**config.mk**
```make
export PLATFORM = sky130hd
export DESIGN_NAME = uart_io
export DESIGN_NICKNAME = d
export VERILOG_FILES = /design/src/rtl/uart_io_pkg.sv /design/src/rtl/uart_io_rx.sv /design/src/rtl/uart_io.sv
export SDC_FILE = /design/constraint.sdc
export NUM_CORES = 1
export LEC_CHECK = 0
export CAP_MARGIN = 25
export CORE_ASPECT_RATIO = 0.9
export CORE_MARGIN = 2
export CORE_UTILIZATION = 35
export DETAILED_ROUTE_END_ITERATION = 16
export GPL_ROUTABILITY_DRIVEN = 0
export PLACE_DENSITY = 0.53
export SETUP_SLACK_MARGIN = 0.1
export SLEW_MARGIN = 10
export SYNTH_ARGS = -nofsm -noshare
export SYNTH_HDL_FRONTEND = slang
export SYNTH_HIERARCHICAL = 1
export SYNTH_SLANG_ARGS = --single-unit
```
**constraint.sdc**
```tcl
create_clock -name clk -period 3.8 [get_ports clk]
set_clock_uncertainty 0.05 [all_clocks]
set_input_delay 0.57 -clock clk [delete_from_list [all_inputs] [get_ports clk]]
set_output_delay 0.57 -clock clk [all_outputs]
set_load 0.01 [all_outputs]
```
**src/rtl/uart_io_pkg.sv**
```systemverilog
// Shared UART register map, STATUS bit positions and FSM state encoding.
// Latency: n/a (definitions only). Backpressure: n/a.
package uart_io_pkg;

  localparam logic [1:0] ADDR_TXDATA  = 2'd0;
  localparam logic [1:0] ADDR_RXDATA  = 2'd1;
  localparam logic [1:0] ADDR_STATUS  = 2'd2;
  localparam logic [1:0] ADDR_BAUDDIV = 2'd3;

  localparam int ST_TX_BUSY   = 0;
  localparam int ST_RX_VALID  = 1;
  localparam int ST_OVERRUN   = 2;
  localparam int ST_FRAME_ERR = 3;

  typedef enum logic [1:0] {
    ST_IDLE,
    ST_START,
    ST_DATA,
    ST_STOP
  } uart_state_e;

endpackage

```
**src/rtl/uart_io_rx.sv**
```systemverilog
// UART receiver: synchroniser, start-bit glitch filter, 8N1 mid-bit sampling.
// Latency: byte/done/frame_err pulse one clock after the stop-bit sample. Backpressure: none.
module uart_io_rx
  import uart_io_pkg::*;
#(
  parameter int SYNC_STAGES = 2
) (
  input  logic        clk_i,
  input  logic        rst_ni,
  input  logic        rxd_i,
  input  logic [15:0] div_i,
  output logic [7:0]  byte_o,
  output logic        done_o,
  output logic        frame_err_o
);

  logic [SYNC_STAGES-1:0] sync_q;
  logic                   rx_s;
  logic                   prev_q;
  uart_state_e            state_q;
  logic [15:0]            cnt_q;
  logic [2:0]             bit_q;
  logic [7:0]             shreg_q;
  logic [7:0]             byte_q;
  logic                   done_q;
  logic                   ferr_q;
  logic [15:0]            half;
  logic [15:0]            half_m1;
  logic [15:0]            div_m1;

  assign rx_s    = sync_q[SYNC_STAGES-1];
  assign half    = ((div_i >> 1) == 16'd0) ? 16'd1 : (div_i >> 1);
  assign half_m1 = half - 16'd1;
  assign div_m1  = div_i - 16'd1;

  always_ff @(posedge clk_i or negedge rst_ni) begin
    if (!rst_ni) begin
      sync_q  <= '1;
      prev_q  <= 1'b1;
      state_q <= ST_IDLE;
      cnt_q   <= '0;
      bit_q   <= '0;
      shreg_q <= '0;
      byte_q  <= '0;
      done_q  <= 1'b0;
      ferr_q  <= 1'b0;
    end else begin
      sync_q <= SYNC_STAGES'({sync_q, rxd_i});
      prev_q <= rx_s;
      done_q <= 1'b0;
      ferr_q <= 1'b0;
      case (state_q)
        ST_IDLE: begin
          if (prev_q && !rx_s) begin
            state_q <= ST_START;
            cnt_q   <= half_m1;
          end
        end
        ST_START: begin
          if (cnt_q == 16'd0) begin
            // A line already back high at mid-start is treated as noise.
            state_q <= rx_s ? ST_IDLE : ST_DATA;
            cnt_q   <= div_m1;
            bit_q   <= '0;
          end else begin
            cnt_q <= cnt_q - 16'd1;
          end
        end
        ST_DATA: begin
          if (cnt_q == 16'd0) begin
            shreg_q <= {rx_s, shreg_q[7:1]};
            cnt_q   <= div_m1;
            if (bit_q == 3'd7) state_q <= ST_STOP;
            else               bit_q   <= bit_q + 3'd1;
          end else begin
            cnt_q <= cnt_q - 16'd1;
          end
        end
        ST_STOP: begin
          if (cnt_q == 16'd0) begin
            byte_q  <= shreg_q;
            done_q  <= 1'b1;
            ferr_q  <= ~rx_s;
            state_q <= ST_IDLE;
          end else begin
            cnt_q <= cnt_q - 16'd1;
          end
        end
        default: state_q <= ST_IDLE;
      endcase
    end
  end

  assign byte_o      = byte_q;
  assign done_o      = done_q;
  assign frame_err_o = ferr_q;

endmodule

```
**src/rtl/uart_io.sv**
```systemverilog
// Memory-mapped 8N1 UART: bus register file, TX FSM, instantiated RX path.
// Latency: writes act on the strobe edge, reads are combinational. Backpressure: TXDATA writes while busy are dropped.
module uart_io
  import uart_io_pkg::*;
#(
  parameter int DIV_RESET   = 16,
  parameter int SYNC_STAGES = 2
) (
  input  logic        clk,
  input  logic        rst,
  input  logic        ce,
  input  logic        we,
  input  logic [31:0] addr,
  input  logic [31:0] dataIn,
  output logic [31:0] dataOut,
  input  logic        rxd,
  output logic        txd,
  output logic        irq
);

  logic [1:0]  sel;
  logic        wr_en, rd_en, wr_tx, rd_rx;
  logic [15:0] baud_q, baud_d;
  logic [15:0] div_eff, div_m1;
  logic [7:0]  rxdata_q, rxdata_d;
  logic        rx_valid_q, rx_valid_d;
  logic        overrun_q, overrun_d;
  logic        ferr_q, ferr_d;
  logic [7:0]  rx_byte;
  logic        rx_done, rx_ferr;
  uart_state_e tx_state_q;
  logic [15:0] tx_cnt_q;
  logic [2:0]  tx_bit_q;
  logic [7:0]  tx_sh_q;
  logic        txd_q;
  logic        tx_busy;
  logic [3:0]  status;
  logic        unused_bits;

  assign sel         = addr[3:2];
  assign wr_en       = ce & we;
  assign rd_en       = ce & ~we;
  assign wr_tx       = wr_en && (sel == ADDR_TXDATA);
  assign rd_rx       = rd_en && (sel == ADDR_RXDATA);
  assign div_eff     = (baud_q == 16'd0) ? 16'd1 : baud_q;
  assign div_m1      = div_eff - 16'd1;
  assign tx_busy     = (tx_state_q != ST_IDLE);
  assign unused_bits = ^{addr[31:4], addr[1:0], dataIn[31:16]};

  uart_io_rx #(.SYNC_STAGES(SYNC_STAGES)) u_rx (
    .clk_i       (clk),
    .rst_ni      (rst),
    .rxd_i       (rxd),
    .div_i       (div_eff),
    .byte_o      (rx_byte),
    .done_o      (rx_done),
    .frame_err_o (rx_ferr)
  );

  always_comb begin
    rx_valid_d = rx_valid_q;
    overrun_d  = overrun_q;
    ferr_d     = ferr_q;
    rxdata_d   = rxdata_q;
    baud_d     = baud_q;
    if (wr_en && sel == ADDR_STATUS) begin
      if (dataIn[ST_OVERRUN])   overrun_d = 1'b0;
      if (dataIn[ST_FRAME_ERR]) ferr_d    = 1'b0;
    end
    if (wr_en && sel == ADDR_BAUDDIV) baud_d = dataIn[15:0];
    if (rd_rx) rx_valid_d = 1'b0;
    // Hardware events come last so they win over software clears.
    if (rx_done) begin
      rxdata_d   = rx_byte;
      rx_valid_d = 1'b1;
      if (rx_valid_q && !rd_rx) overrun_d = 1'b1;
      if (rx_ferr)              ferr_d    = 1'b1;
    end
  end

  always_ff @(posedge clk or negedge rst) begin
    if (!rst) begin
      baud_q     <= 16'(DIV_RESET);
      rxdata_q   <= '0;
      rx_valid_q <= 1'b0;
      overrun_q  <= 1'b0;
      ferr_q     <= 1'b0;
    end else begin
      baud_q     <= baud_d;
      rxdata_q   <= rxdata_d;
      rx_valid_q <= rx_valid_d;
      overrun_q  <= overrun_d;
      ferr_q     <= ferr_d;
    end
  end

  always_ff @(posedge clk or negedge rst) begin
    if (!rst) begin
      tx_state_q <= ST_IDLE;
      tx_cnt_q   <= '0;
      tx_bit_q   <= '0;
      tx_sh_q    <= '0;
      txd_q      <= 1'b1;
    end else begin
      case (tx_state_q)
        ST_IDLE: begin
          if (wr_tx) begin
            tx_sh_q    <= dataIn[7:0];
            txd_q      <= 1'b0;
            tx_cnt_q   <= div_m1;
            tx_state_q <= ST_START;
          end
        end
        ST_START: begin
          if (tx_cnt_q == 16'd0) begin
            txd_q      <= tx_sh_q[0];
            tx_sh_q    <= tx_sh_q >> 1;
            tx_bit_q   <= '0;
            tx_cnt_q   <= div_m1;
            tx_state_q <= ST_DATA;
          end else begin
            tx_cnt_q <= tx_cnt_q - 16'd1;
          end
        end
        ST_DATA: begin
          if (tx_cnt_q == 16'd0) begin
            tx_cnt_q <= div_m1;
            if (tx_bit_q == 3'd7) begin
              txd_q      <= 1'b1;
              tx_state_q <= ST_STOP;
            end else begin
              txd_q    <= tx_sh_q[0];
              tx_sh_q  <= tx_sh_q >> 1;
              tx_bit_q <= tx_bit_q + 3'd1;
            end
          end else begin
            tx_cnt_q <= tx_cnt_q - 16'd1;
          end
        end
        ST_STOP: begin
          if (tx_cnt_q == 16'd0) tx_state_q <= ST_IDLE;
          else                   tx_cnt_q   <= tx_cnt_q - 16'd1;
        end
        default: tx_state_q <= ST_IDLE;
      endcase
    end
  end

  always_comb begin
    status               = '0;
    status[ST_TX_BUSY]   = tx_busy;
    status[ST_RX_VALID]  = rx_valid_q;
    status[ST_OVERRUN]   = overrun_q;
    status[ST_FRAME_ERR] = ferr_q;
  end

  always_comb begin
    dataOut = '0;
    if (rd_en) begin
      case (sel)
        ADDR_RXDATA:  dataOut = {24'd0, rxdata_q};
        ADDR_STATUS:  dataOut = {28'd0, status};
        ADDR_BAUDDIV: dataOut = {16'd0, baud_q};
        default:      dataOut = '0;
      endcase
    end
  end

  assign txd = txd_q;
  assign irq = rx_valid_q;

endmodule

```
# [Word level (Yosys, flattened, before mapping)]
# Cells that the tools add are included.
[op_classes] eq_ne=25 mux=57 n_reduce_logical=32 bitwise_logic=4 n_addsub=6
[ops] cell="$pmux W16 S3" count=3
[ops] cell="$mux W16" count=8
[ops] cell="$logic_not A16 Y1" count=4
[ops] cell="$sub A16 B1 Y16 const B" count=4
[ops] cell="$mux W8" count=4
[ops] cell="$pmux W8 S3" count=1
[ops] cell="$mux W2" count=11
[ops] cell="$mux W1" count=18
[ops] cell="$mux W3" count=6
[ops] cell="$ne A2 B2 Y1 const B" count=9
[ops] cell="$pmux W2 S4" count=2
[ops] cell="$mux W15" count=1
[ops] cell="$reduce_and A5 Y1" count=3
[ops] cell="$eq A2 B2 Y1 const B" count=6
[ops] cell="$pmux W3 S2" count=2
[ops] cell="$reduce_and A4 Y1" count=3
[ops] cell="$ne A2 B1 Y1 const B" count=5
[ops] cell="$reduce_and A2 Y1" count=4
[ops] cell="$reduce_bool A2 Y1" count=4
[ops] cell="$add A3 B1 Y3 const B" count=2
[ops] cell="$eq A2 B1 Y1 const B" count=3
[ops] cell="$eq A3 B3 Y1 const B" count=2
[ops] cell="$logic_and A1 B1 Y1" count=6
[ops] cell="$logic_not A2 Y1" count=3
[ops] cell="other kinds (6)" count=10
[totals] in_bits=69 output_inout_bits=34 regBits=99

# [Depth between registers and ports, before layout]
# Gate-level depths: netlist (run 1).
[logic_depth] ltp_word=7 depth_mapped=14

# [By module]
# The synthesis (run 1) kept the hierarchy.
[by_module_without_submodules] mod="uart_io" seq_area_each_um2=1428.9 cells_each=356 area_each_um2=3487.1 instances=1
[by_module_without_submodules] mod="uart_io_rx" seq_area_each_um2=1054.8 cells_each=326 area_each_um2=3071.7 instances=1

# [Least setup slack after synthesis (run 1)]
# Ideal clock, no wire load.
[synth_timing] path_kind="register to register" startpoint="register baud_q[4]" endpoint="register u_rx.cnt_q[12]" t_arrival_ns=2.960 path_stages_with_launch=15 setup_ns=0.127 period_less_slack_ns=3.136 path_buffers=3 slack_ns=0.664 path_cell_list="dfstp_2 clkbuf_1 clkbuf_1 buf_2 or3_1 nor3_1 and3_2 nor2_1 ha_1 nor3b_1 nand3_1 or3_1 xnor2_1 a32oi_1 o21ai_1"
[synth_via] elab_chain_len=7
[synth_rtl] element="start: declaration" line_no="uart_io.sv:23" text="logic [15:0] baud_q, baud_d;"
[synth_rtl] element="start signal: assignment" line_no="uart_io.sv:83" text="baud_q <= 16'(DIV_RESET);"
[synth_rtl] element="start signal: assignment" line_no="uart_io.sv:89" text="baud_q <= baud_d;"
[synth_rtl] element="$logic_not A16 Y1" line_no="uart_io.sv:45" text="assign div_eff = (baud_q == 16'd0) ? 16'd1 : baud_q;"
[synth_rtl] element="$mux W16 (*)" line_no="uart_io.sv:45"
[synth_rtl] element="net div_eff[4]" line_no="uart_io.sv:24" text="logic [15:0] div_eff, div_m1;"
[synth_rtl] element="$logic_not A16 Y1" line_no="uart_io_rx.sv:32" text="assign half = ((div_i >> 1) == 16'd0) ? 16'd1 : (div_i >> 1);"
[synth_rtl] element="$mux W15" line_no="uart_io_rx.sv:32"
[synth_rtl] element="$sub A16 B1 Y16" line_no="uart_io_rx.sv:33" text="assign half_m1 = half - 16'd1;"
[synth_rtl] element="$mux W16" line_no="uart_io_rx.sv:54" text="if (prev_q && !rx_s) begin"
[synth_rtl] element="$pmux W16 S3 (*)" line_no="uart_io_rx.sv:52" text="case (state_q)"
[synth_rtl] element="end signal: assignment" line_no="uart_io_rx.sv:56" text="cnt_q <= half_m1;"
[synth_rtl] element="end signal: assignment" line_no="uart_io_rx.sv:63" text="cnt_q <= div_m1;"
[synth_rtl] element="end signal: assignment" line_no="uart_io_rx.sv:66" text="cnt_q <= cnt_q - 16'd1;"
[synth_rtl] element="end: declaration" line_no="uart_io_rx.sv:21" text="logic [15:0] cnt_q;"
# The timed path passes the listed nets; every way through them passes the cells marked *. The select of a mux whose other input is x is not followed.
# A chain may end at the register's enable or synchronous reset.

# [Worst setup path after layout (run 1)]
[layout_timing] startpoint="input port addr[3]" endpoint="output port dataOut[0]"
[layout_via] elab_chain_len=3
[layout_rtl] element="start: declaration" line_no="uart_io.sv:13" text="input logic [31:0] addr,"
[layout_rtl] element="$eq A2 B2 Y1 / $eq A2 B1 Y1 (equally long branches)" line_no="uart_io.sv:160" text="case (sel)"
[layout_rtl] element="$pmux W16 S3 (*)" line_no="uart_io.sv:160"
[layout_rtl] element="$mux W16 (*)" line_no="uart_io.sv:159" text="if (rd_en) begin"
[layout_rtl] element="end: declaration" line_no="uart_io.sv:15" text="output logic [31:0] dataOut,"
# Every way passes the cells marked *; elsewhere a longest branch is shown, timed or not.

==> metrics.txt, run 1 <==
status=complete, no violations; critical path peak fanout=11; final wirelength=16,700 µm; layout cell share with drive strength beyond 1=0.163; switch share=0.440; final setup TNS=0 ps; Ant. Diodes=0; Finished Core Util=0.404; Clock transition at path regs=approximately 80 ps; std cell rows=47; area delta synth->final=13.4%; CP bufs+invs=2; cts hold-fix bufs=0; Mapped Cells=682; clock share of power=0.189; combinational share of power=0.498; Hold Crit Class=in -> async; most frequent cells in the layout=94 x dfrtp_1, 49 x nor2_1, 46 x mux2_2; Most Frequent Cell on Critical Path=clkdlybuf4s50_1; CTS Buffer Depth=2; grt total ovfl=0; io pins=103; FF-to-FF path depth=10; Slew headroom=0.364; DRT Pass-1 Iters=5; startpoint types=input pin; Detail Placement HPWL=roughly 12,000 µm; Async SR Flop Fraction=1.00; Wirelength per Cell=17.5 µm; reg2reg setup slack=660 ps; share of power burned in registers=0.313; post-route ant nets=0; worst skew pair latency=360 ps; Pleak=3.14 nW; vias=about 5,300; vias in the first global route=5,100; Initial Util=0.356; library cells used by synthesis=between 80 and 90; CP required=3180 ps; largest net degree at the start of global routing=46; Synth Cell Area=0.00656 mm²; CP max stage delay=approximately 740 ps; Placeable Area=0.0184 mm²; register area share after synthesis=0.379; H-Tree Depth=3; Reg2Reg Launch Point=baud_q[3]; DRC viols=0; Vias/cell=5.51; Global Route Usage Sum=0.175; pwr dens=703 mW/mm²; setup bufs post-CTS=0; die area=~0.020 mm²; clock root buffer=clkbuf_16; Die Height=134 µm; top_reg_cell synth=dfrtp_1; Int Power=2.93 mW; Max IR drop VDD=262 µV; first-pass GRT wire length=roughly 28,000 µm; worst path cell trace=clkdlybuf4s50_1 > nor2b_1 > a22oi_1 > nor2_1 > clkdlybuf4s50_1; Reg-to-Reg End=u_rx/cnt_q[2]; FF+latch count, synth=99; Setup violations, final=0; Worst Setup End Kind=output pin; Tcrit/Tclk final=0.857; critical path class=in -> out; initial DRC count=434; port bufs=40; final net count=794; CP max-delay cell=clkdlybuf4s50_1; Clock Sinks=a little under 100; Avg Cell Area, Syn=9.62 µm²; TritonCTS clock tree=built; Syn. warnings=6; Slew @ Worst Pin=952 ps; initial antenna violation count=0; Final Hold Viols=0; max-slew violation count=0; Die Wd=148 µm; EDFF count, synth=0; CTS buffer count=9; Top Family by Delay on Critical Path=buffers and inverters; leading cell type in the layout, fill and taps excluded=dfrtp_1; Max Cap Viol=0; Final min period=3260 ps; post-cts sizing count=0; fmax=307 MHz; RSZ-0062 raised after global routing=no; CP arrival=2640 ps; Switch Pwr=2.30 mW
cells by family (layout without fill, tap and decap cells):
logic type,after synthesis,after routing,share of synthesized area
and+or+nand+nor,225,225,0.195
AOI/OAI and AO/OA,157,157,0.172
DFF,99,99,0.379
buffers and inverters,85,100,0.0692
muxes,61,61,0.103
xor gates and xnor gates,36,36,0.0481
adders and majority gates,18,18,0.0343
other,1,16,0.000572
worst reg2reg max path, stage by stage, from the launching register on:
cell and delay [ps]:
dfrtp_1 490, or4_1 680, nand2b_1 270, o21bai_1 200, inv_1 100, ha_1 230, nand2b_1 190, nand4_1 130
a211oi_1 380, o31ai_1 110, a21o_1 200
flip-flops by register name, summed over array words and instances, names as in the netlist, 2 cells and up, named ones only:
name          count
u_rx/shreg_q      8
rxdata_q          8
tx_sh_q           8
tx_bit_q          3
baud_q           16
u_rx/cnt_q       16
u_rx/byte_o       8
u_rx/bit_q        3
u_rx/sync_q       2
tx_state_q        2
tx_cnt_q         16
power groups by stage:
stage	clock network (mW)	registers (mW)	logic (mW)
finish	0.988	1.64	2.61
global route	1.07	1.68	2.90
CTS	1.03	1.64	2.59
detailed placement	0	1.65	2.58
global placement	0	1.64	2.53
floorplan	0	1.54	2.09
worst max path at each step:
stage              start              to  slack, ps  depth (start not counted)
3_3_place_gp     addr[3]      dataOut[0]        620                          5
2_1_floorplan  baud_q[4]  u_rx/cnt_q[12]        660                         14
3_5_place_dp     addr[3]      dataOut[0]        580                          5
4_1_cts          addr[3]      dataOut[0]        560                          5
5_1_grt          addr[3]      dataOut[3]        400                          5
6_report         addr[3]      dataOut[0]        540                          5
synth_stat cells, types with 4 or more instances:
master,number,area share
nor2b_1,4,0.0038
o31ai_1,7,0.0080
a22oi_1,6,0.0069
dfrtp_1,94,0.36
nor3b_1,5,0.0057
nor4_1,17,0.016
nand4_1,11,0.010
a22o_1,23,0.031
a21oi_1,17,0.013
nor4b_1,4,0.0053
a21o_1,5,0.0057
nand2b_1,8,0.0076
dfstp_2,5,0.020
xnor2_1,25,0.033
and2_1,9,0.0086
mux2i_1,13,0.020
buf_2,9,0.0069
nor3_1,21,0.016
nand2_1,38,0.022
clkbuf_1,30,0.017
o21ai_1,18,0.014
inv_1,21,0.012
a31oi_1,6,0.0057
nand3_1,13,0.0099
ha_1,18,0.034
o21ai_0,22,0.017
mux2_2,46,0.079
or4_1,9,0.010
a211oi_1,7,0.0080
buf_4,19,0.022
o22ai_1,5,0.0048
xor2_1,11,0.015
nor2_1,49,0.028
or3_1,9,0.0086
a221o_1,4,0.0061
per-stage QoR:
stage	instances	total power [mW]	setup WS, ps	area (µm²)	hold slack, ps
3_5_place_dp	940	4.23	578	7110	298
4_1_cts	956	5.25	564	7430	182
3_3_place_gp	940	4.16	620	7110	297
2_1_floorplan	697	3.62	664	6620	224
6_report	957	5.23	544	7440	165
5_1_grt	957	5.65	396	7440	205
per-layer routing:
layer  GRT usage  routed length (µm)
met5           0                   0
met4      0.0370                 228
met2       0.258                7260
met1       0.260                8350
met3      0.0418                 871
area by class of cell:
cell class              instances  area [µm²]
fillers                      1795       11000
clock inverters                 7        98.8
inverters                      21        78.8
multi-input cells             513        3680
well taps                     245         307
repair buffers                 63         571
clock buffers                   9         225
flip-flops and latches         99        2480
No activity file was read; power rests on OpenSTA's default activity.
==> inputs of run 2 (changes only) <==
--- a/config.mk
+++ b/config.mk
@@ -5,9 +5,8 @@
 export SDC_FILE = /design/constraint.sdc
 export NUM_CORES = 1
 export LEC_CHECK = 0
-export CAP_MARGIN = 25
+export CAP_MARGIN = 20
 export CORE_ASPECT_RATIO = 0.9
-export CORE_MARGIN = 2
 export CORE_UTILIZATION = 35
 export DETAILED_ROUTE_END_ITERATION = 16
 export GPL_ROUTABILITY_DRIVEN = 0
==> run 2 against run 1 <==
Wire length rose by 1.7%. Core utilization barely moved. Sequential share of layout area rose by 0.084 points. Non-clock buffer count fell by 1. Clock power fell by 1%.
==> metrics.txt, run 2 (synthesis results as in run 1) <==
status=complete, no violations (unchanged); Detail Placement HPWL=12,300 µm (was 12,200 µm); post-route ant nets=0 (unchanged); Reg2Reg Launch Point=baud_q[3] (unchanged); Finished Cell Area=0.00742 mm² (was 0.00744 mm²); Worst Setup End Kind=output pin (unchanged); layout cell share with drive strength beyond 1=0.160 (was 0.163); critical path peak fanout=11 (unchanged); Initial Util=0.357 (was 0.356); final setup TNS=0 ps (unchanged); initial DRC count=402 (was 434); Most Frequent Cell on Critical Path=clkdlybuf4s50_1 (unchanged); TritonCTS clock tree=built (unchanged); RSZ-0062 raised after global routing=no (unchanged); grt total ovfl=0 (unchanged); Top Family by Delay on Critical Path=buffers and inverters (unchanged); final wirelength=17,000 µm (was 16,700 µm); vias in the first global route=5,204 (was 5,100); die area=0.0193 mm² (was 0.0199 mm²); Tcrit/Tclk final=0.846 (was 0.857); CP required=3180 ps (about the same); std cell rows=47 (unchanged); Placeable Area=0.0183 mm² (was 0.0184 mm²); vias=5,314 (was 5,272); Max Cap Viol=0 (unchanged); worst skew pair latency=360 ps (about the same); leading cell type in the layout, fill and taps excluded=dfrtp_1 (unchanged); pwr dens=705 mW/mm² (was 703 mW/mm²); Worst Setup SP=addr[3] (unchanged); biggest regs=baud_q: 16 flops, tx_cnt_q: 16 flops, u_rx/cnt_q: 16 flops (unchanged); post-cts sizing count=0 (unchanged); port bufs=40 (unchanged); Max IR drop VDD=350 µV (was 262 µV); Slew @ Worst Pin=956 ps (was 952 ps); Pleak=3.13 nW (was 3.14 nW); initial antenna violation count=0 (unchanged); Final min period=3210 ps (was 3260 ps); DRT Pass-1 Iters=5 (unchanged); Setup violations, final=0 (unchanged); Clock Sinks=99 (unchanged); Die Height=132 µm (was 134 µm); CTS Buffer Depth=2 (unchanged); CP max stage delay=750 ps (was 740 ps); area delta synth->final=13.2% (was 13.4%); startpoint types=input pin (unchanged); Global Route Usage Sum=0.183 (was 0.175); Wirelength per Cell=17.8 µm (was 17.5 µm); Vias/cell=5.56 (was 5.51); Fillers=1,837 (was 1,795); cts hold-fix bufs=0 (unchanged); Ant. Diodes=0 (unchanged); Hold Crit Class=in -> async (unchanged); io pins=103 (unchanged); largest net degree at the start of global routing=53 (was 46); Placed Instance Area=0.00710 mm² (was 0.00711 mm²); max-slew violation count=0 (unchanged); most frequent cells in the layout=94 x dfrtp_1, 49 x nor2_1, 46 x mux2_2 (unchanged); CP max-delay cell=clkdlybuf4s50_1 (unchanged); CTS buffer count=9 (unchanged); DRC viols=0 (unchanged); clock root buffer=clkbuf_16 (unchanged); final net count=793 (was 794); H-Tree Depth=3 (unchanged); Final Hold Viols=0 (unchanged); Slew headroom=0.361 (was 0.364); critical path class=in -> out (unchanged); worst path cell trace=clkdlybuf4s50_1 > nor2b_1 > a22oi_1 > nor2_1 > clkdlybuf4s50_1 (unchanged); Die Wd=146 µm (was 148 µm); Clock transition at path regs=70 ps (was 80 ps); setup bufs post-CTS=0 (unchanged); CP arrival=2590 ps (was 2640 ps); first-pass GRT wire length=27,700 µm (was 27,500 µm); fmax=311 MHz (was 307 MHz); CP bufs+invs=2 (unchanged)
-- run 2: cell count changes in the layout (fill, tap and decap cells not counted) --
cell / before / now
clkinvlp_4: 1 / 0
buf_4: 24 / 23
clkbuf_1: 0 / 1
clkinv_4: 1 / 2
clkinv_8: 2 / 1
-- run 2: routing by layer --
metal | vias to the layer above | global-route usage | part of all wire
met2 | 151 | 0.283 | 0.45
met1 | 2604 | 0.253 | 0.49
met3 | 25 | 0.0446 | 0.048
li1 | 2534 | - | -
met4 | 0 | 0.0527 | 0.018
met5 | - | 0 | 0
-- run 2: per-stage QoR --
stage	worst slack (ps)	instances	power [mW]	hold WS, ps	utilization
after floorplan	664	697	3.62	224	-
after global placement	598	939	4.16	297	0.387
after detailed placement	625	939	4.23	298	0.387
after CTS	594	955	5.24	226	0.404
after global routing	347	956	5.62	254	0.405
final	586	956	5.23	202	0.405
-- run 2: path summary, 6_finish.rpt --
kind                                        to  slack (ps)  depth (start not counted)
worst max-delay path                dataOut[0]         590                          5
worst min-delay path            u_rx/cnt_q[13]         200                          1
worst max register to register  u_rx/cnt_q[10]         590                         11
worst min register to register  u_rx/sync_q[1]         310                          0
max in group asynchronous       u_rx/byte_o[0]        2680                          2
min in group clk                u_rx/sync_q[1]         310                          0
-- run 2: final cells by class --
cell class,count,area (µm²),area share
Clock inverter,6,83.8,0.0113
Timing Repair Buffer,62,563,0.0759
Sequential cell,99,2480,0.335
Tap cell,245,307,0.0413
Clock buffer,10,229,0.0308
Multi-Input combinational cell,513,3680,0.495
Inverter,21,78.8,0.0106
-- run 2: power breakdown --
part	internal, mW	switching, mW
Sequential	1.32	0.327
Clock	0.526	0.450
Combinational	1.08	1.53
Total	2.92	2.31
